## config.mk

```make
export PLATFORM = sky130hd
export DESIGN_NAME = mfu_psum_accumulator
export DESIGN_NICKNAME = d
export VERILOG_FILES = /design/src/rtl/mfu_psum_accumulator.sv
export SDC_FILE = /design/constraint.sdc
export NUM_CORES = 1
export LEC_CHECK = 0
export ABC_AREA = 1
export CORE_MARGIN = 10
export CORE_UTILIZATION = 63
export DETAILED_ROUTE_END_ITERATION = 6
export PLACE_DENSITY_LB_ADDON = 0.2
export RECOVER_POWER = 50
export SLEW_MARGIN = 20
export SYNTH_ARGS = -nofsm -noshare
export SYNTH_HDL_FRONTEND = slang
export SYNTH_SLANG_ARGS = --single-unit
```

## constraint.sdc

```tcl
create_clock -name clk -period 3.02 [get_ports clk]
set_input_delay 0.302 -clock clk [delete_from_list [all_inputs] [get_ports clk]]
set_output_delay 0.302 -clock clk [all_outputs]
set_load 0.1 [all_outputs]
```

## src/rtl/mfu_psum_accumulator.sv

```systemverilog
// mfu_psum_accumulator: unpacks multiplier product words into per-lane sums and drains them serially.
module mfu_psum_accumulator #(
  parameter int ACC_W = 24
) (
  input  logic             clk,
  input  logic             rst,
  input  logic             in_valid,
  output logic             in_ready,
  input  logic [15:0]      in_p,
  input  logic [1:0]       in_mode,
  input  logic             in_last,
  output logic             out_valid,
  input  logic             out_ready,
  output logic [ACC_W-1:0] out_data,
  output logic [1:0]       out_lane,
  output logic             out_last,
  output logic             err
);
  typedef enum logic [1:0] {IDLE, ACC, DRAIN} state_t;
  state_t           state;
  logic [1:0]       mode_q, lane, last_lane;
  logic [ACC_W-1:0] acc [4];
  logic [ACC_W-1:0] add [4];
  logic             accept, hit, drain_done;
  assign in_ready   = state != DRAIN;
  assign accept     = in_valid & in_ready;
  assign hit        = accept & (in_mode != 2'b00) & (state == IDLE | in_mode == mode_q);
  assign last_lane  = mode_q == 2'b11 ? 2'd3 : mode_q == 2'b10 ? 2'd1 : 2'd0;
  assign out_valid  = state == DRAIN;
  assign out_data   = acc[lane];
  assign out_lane   = lane;
  assign out_last   = out_valid & (lane == last_lane);
  assign drain_done = out_valid & out_ready & out_last;
  // Lane 0 is always the most-significant field; fields of unused lanes add zero.
  always_comb begin
    add[0] = in_mode == 2'b01 ? ACC_W'($signed(in_p[15:0])) :
             in_mode == 2'b10 ? ACC_W'($signed(in_p[15:8])) :
             in_mode == 2'b11 ? ACC_W'($signed(in_p[15:12])) : '0;
    add[1] = in_mode == 2'b10 ? ACC_W'($signed(in_p[7:0])) :
             in_mode == 2'b11 ? ACC_W'($signed(in_p[11:8])) : '0;
    add[2] = in_mode == 2'b11 ? ACC_W'($signed(in_p[7:4])) : '0;
    add[3] = in_mode == 2'b11 ? ACC_W'($signed(in_p[3:0])) : '0;
  end
  always_ff @(posedge clk) begin
    if (rst) begin
      state  <= IDLE;
      mode_q <= 2'b00;
      lane   <= 2'd0;
      err    <= 1'b0;
      for (int i = 0; i < 4; i++) acc[i] <= '0;
    end else begin
      unique case (state)
        IDLE: if (hit) begin
          mode_q <= in_mode;
          state  <= in_last ? DRAIN : ACC;
        end
        ACC: if (accept) begin
          err <= err | (in_mode != 2'b00 && in_mode != mode_q);
          if (in_last) state <= DRAIN;
        end
        DRAIN: if (out_ready) begin
          lane <= drain_done ? 2'd0 : lane + 2'd1;
          if (drain_done) begin
            mode_q <= 2'b00;
            state  <= IDLE;
          end
        end
        default: state <= IDLE;
      endcase
      for (int i = 0; i < 4; i++) acc[i] <= drain_done ? '0 : hit ? acc[i] + add[i] : acc[i];
    end
  end
endmodule

```

==> qor.csv <==
metric,value,unit
clock.fmax,342,MHz
endpoint_kind,output port,
multiInputGateArea,7810,µm²
synth.area.top_cells,"sky130_fd_sc_hd__nand2_1, sky130_fd_sc_hd__dfxtp_1, sky130_fd_sc_hd__inv_1",
fill_cells,1730,
syn_nets,2283,
postLayoutSetupSlackWorst,0.0939,ns
grt_setup_unrepaired,false,
tightestPinTransition,1.18,ns
worst-path-buf-inv,4,
drc_errors,0,
htree_levels,3,
initial_core_util,64.8,%
fin_area,13100,µm²
drtIter0Drc,1066,
mean_instance_size_in_the_synthesized_netlist,5.45,µm²
cts_buffers,9,
timing.critical_path.cells,"inv_1, clkbuf_1, buf_4, nor2_1, o22ai_1, clkbuf_4",
outcome,completed,
place_ws,-0.0691,ns
netlist_instances,2164,
area.sequential,2100,µm²
hold_path.class,flop to flop,
critical_path_arrival,2.62,ns
cts_max_path_buffers,2,
synth-seq-cells,105,
synth-main-ff-cell,sky130_fd_sc_hd__dfxtp_1,
critical_path.top_delay_family,buffers and inverters,
edff_count_synth,0,
drt_pre_antenna_iters,6,
grt_pass1_wl,61800,µm
cpMaxStageDelayCell,sky130_fd_sc_hd__clkbuf_1,
max_stage_delay_on_crit_path,0.48,ns
floorplan.core_area,18200,µm²
pwr_density_cell,416,nW/µm²
timing.slew.headroom,21.8,%
grt.total_usage,30.8,%
seq_power_share,31.5,%
ys.warnings.count,0,
cts_tree,yes,
route.vias.total,13700,
detailed_place.area,13100,µm²
drive_above_1_share,5.54,%
holdBufCountCts,0,
via_count_of_the_first_global_routing_pass,12700,
max_cap_violations,0,
yosysTopAreaCell,sky130_fd_sc_hd__nand2_1,
time_the_worst_path_needs_with_i_o_delays_and_setup,2.93,ns
hold_viol,0,
worstPathMaxFanout,19,
wirelength,38100,µm
crit_required,2.72,ns
finalCritPeriodShare,96.9,%
synth.cell_area,11800,µm²
chip_width,157,µm
wl_per_cell,15.4,µm
portBuffers,52,
total_switching_power,2.48,mW
synth_top_area_share,22.3,%
critPathKind,flop to output port,
maximum_number_of_pins_on_one_net_before_global_route_repair,83,
setup_viol_count_final,0,
cts.reportedPaths.clkPinSlew,0.07,ns
maxSlewViolCount,0,
detail-route-antenna-nets,0,
final_core_util,72.1,%
globalRouteOverflowTotal,0,
sw_share,45.5,%
num-nets-final,2369,
grt_antenna_before_repair,0,
synth_async_sr_flop_share,0,%
total_power_of_the_final_layout,5.46,mW
worst_clock_skew,0.00768,ns
p_leak,7.64,nW
num_antenna_cells,0,
dp.final_hpwl,30300,µm
power.combinational.fraction,46.5,%
critPathLaunchType,flop,
weighted_congestion_at_the_end_of_routability_driven_global_placement,1.03,
vdd.ir_drop.worst,331,µV
skew_pair_late_insertion_delay,0.37,ns
numClockSinks,105,
synthMostInstantiatedCell,sky130_fd_sc_hd__nand2_1,
leading_cell_types_by_count_after_synthesis,"sky130_fd_sc_hd__nand2_1, sky130_fd_sc_hd__inv_1, sky130_fd_sc_hd__nor2_1",
p_int,2.97,mW
synth.yosys.seq_area_share,17.8,%
fp-row-count,49,
io-pin-count,53,
die-height,157,µm
die_area,24600,µm²
syn_to_layout_area_delta,11.3,%
clockPowerShare,22.0,%
clock-root-buffer,sky130_fd_sc_hd__clkbuf_16,
via_per_inst,5.51,
synthDistinctLibCells,36,
==> tightest hold or removal path, stage by stage (launching register included) <==
cell	delay, ns
sky130_fd_sc_hd__dfxtp_1	0.33
sky130_fd_sc_hd__nor2_1	0.05
sky130_fd_sc_hd__nor2_1	0.07
==> sequential cells by signal (all words and copies together) (netlist names), named ones only <==
signal    cells
out_lane      2
mode_q        2
acc          96
err           1
state         2
==> timing repair <==
item	in CTS	in global routing
endpoints found under the setup margin	0	1
gates resized for setup	0	1
setup buffers	0	0
==> metal layers <==
| metal | up-vias | track usage (%) | share of wire, % |
|---|---|---|---|
| li1 | 6857 | - | - |
| met1 | 6095 | 36.5 | 40 |
| met2 | 605 | 52.7 | 46 |
| met3 | 121 | 6.06 | 8.7 |
| met4 | 0 | 13.9 | 4.6 |
| met5 | - | 0 | 0 |
==> layout by cell type, fill, tap and decap left out, drive strengths merged <==
| master | Yosys | routed |
|---|---|---|
| xnor2 | 27 | 27 |
| nor3 | 8 | 8 |
| a22oi | 4 | 4 |
| or2 | 5 | 5 |
| clkdlybuf4s50 | 0 | 22 |
| o22ai | 26 | 26 |
| ha | 92 | 92 |
| o211ai | 1 | 1 |
| o221ai | 1 | 1 |
| nand3 | 155 | 155 |
| a211oi | 11 | 11 |
| nand2 | 705 | 705 |
| and2 | 5 | 5 |
| a21oi | 99 | 99 |
| o21ai | 78 | 78 |
| dlymetal6s2s | 0 | 1 |
| buf | 31 | 65 |
| inv | 427 | 428 |
| dlygate4sd3 | 0 | 1 |
| clkinvlp | 0 | 2 |
| dfxtp | 105 | 105 |
| fa | 4 | 4 |
| clkbuf | 16 | 44 |
| a221oi | 1 | 1 |
| nor4 | 1 | 1 |
| xor2 | 9 | 9 |
| nor2 | 305 | 305 |
| clkinv | 0 | 2 |
| a31o | 1 | 1 |
| a21o | 12 | 12 |
| nand4 | 28 | 28 |
| nand3b | 7 | 7 |
==> through the flow <==
step | instances | hold slack (ns) | setup TNS (ns)
6_report | 2484 | 0.480 | 0
5_1_grt | 2484 | 0.528 | 0
4_1_cts | 2484 | 0.492 | 0
3_5_place_dp | 2468 | 0.475 | -0.269
3_3_place_gp | 2468 | 0.450 | 0
2_1_floorplan | 2164 | 0.374 | 0
==> path summary, 6_finish.rpt <==
check | from | end | slack [ns] | depth (start not counted)
setup reg to reg | mode_q[1] | acc[0][6] | 0.58 | 8
hold reg to reg | err | err | 0.48 | 2
hold / removal | err | err | 0.48 | 2
setup / recovery | flop | out_data[2] | 0.09 | 6
==> power by group through the flow <==
stage               combinational [mW]  sequential (mW)  clock [mW]
global route                      2.79             1.73        1.26
CTS                               2.64             1.71        1.20
floorplan                         1.87             1.67           0
detailed placement                2.63             1.74           0
finish                            2.53             1.72        1.20
global placement                  2.58             1.74           0
==> cells by family after synthesis <==
logic type                 count (synthesis)  share of synthesized area (%)
DFF                                      105                           17.8
xor gates and xnor gates                  36                           2.67
adders and majority gates                 96                           10.4
AOI/OAI and AO/OA                        234                           11.3
buffers and inverters                    474                           16.1
and+or+nand+nor                         1219                           41.7
==> final cells by class <==
cell class | count | share of cell area [%]
tap | 229 | 2.18
multi-input combinational | 1585 | 59.5
clock inverter | 5 | 0.295
clock buffer | 11 | 1.85
timing repair buffer | 122 | 7.95
sequential | 105 | 16.0
inverter | 427 | 12.2
Note: power is estimated with default switching activity, not from simulation.
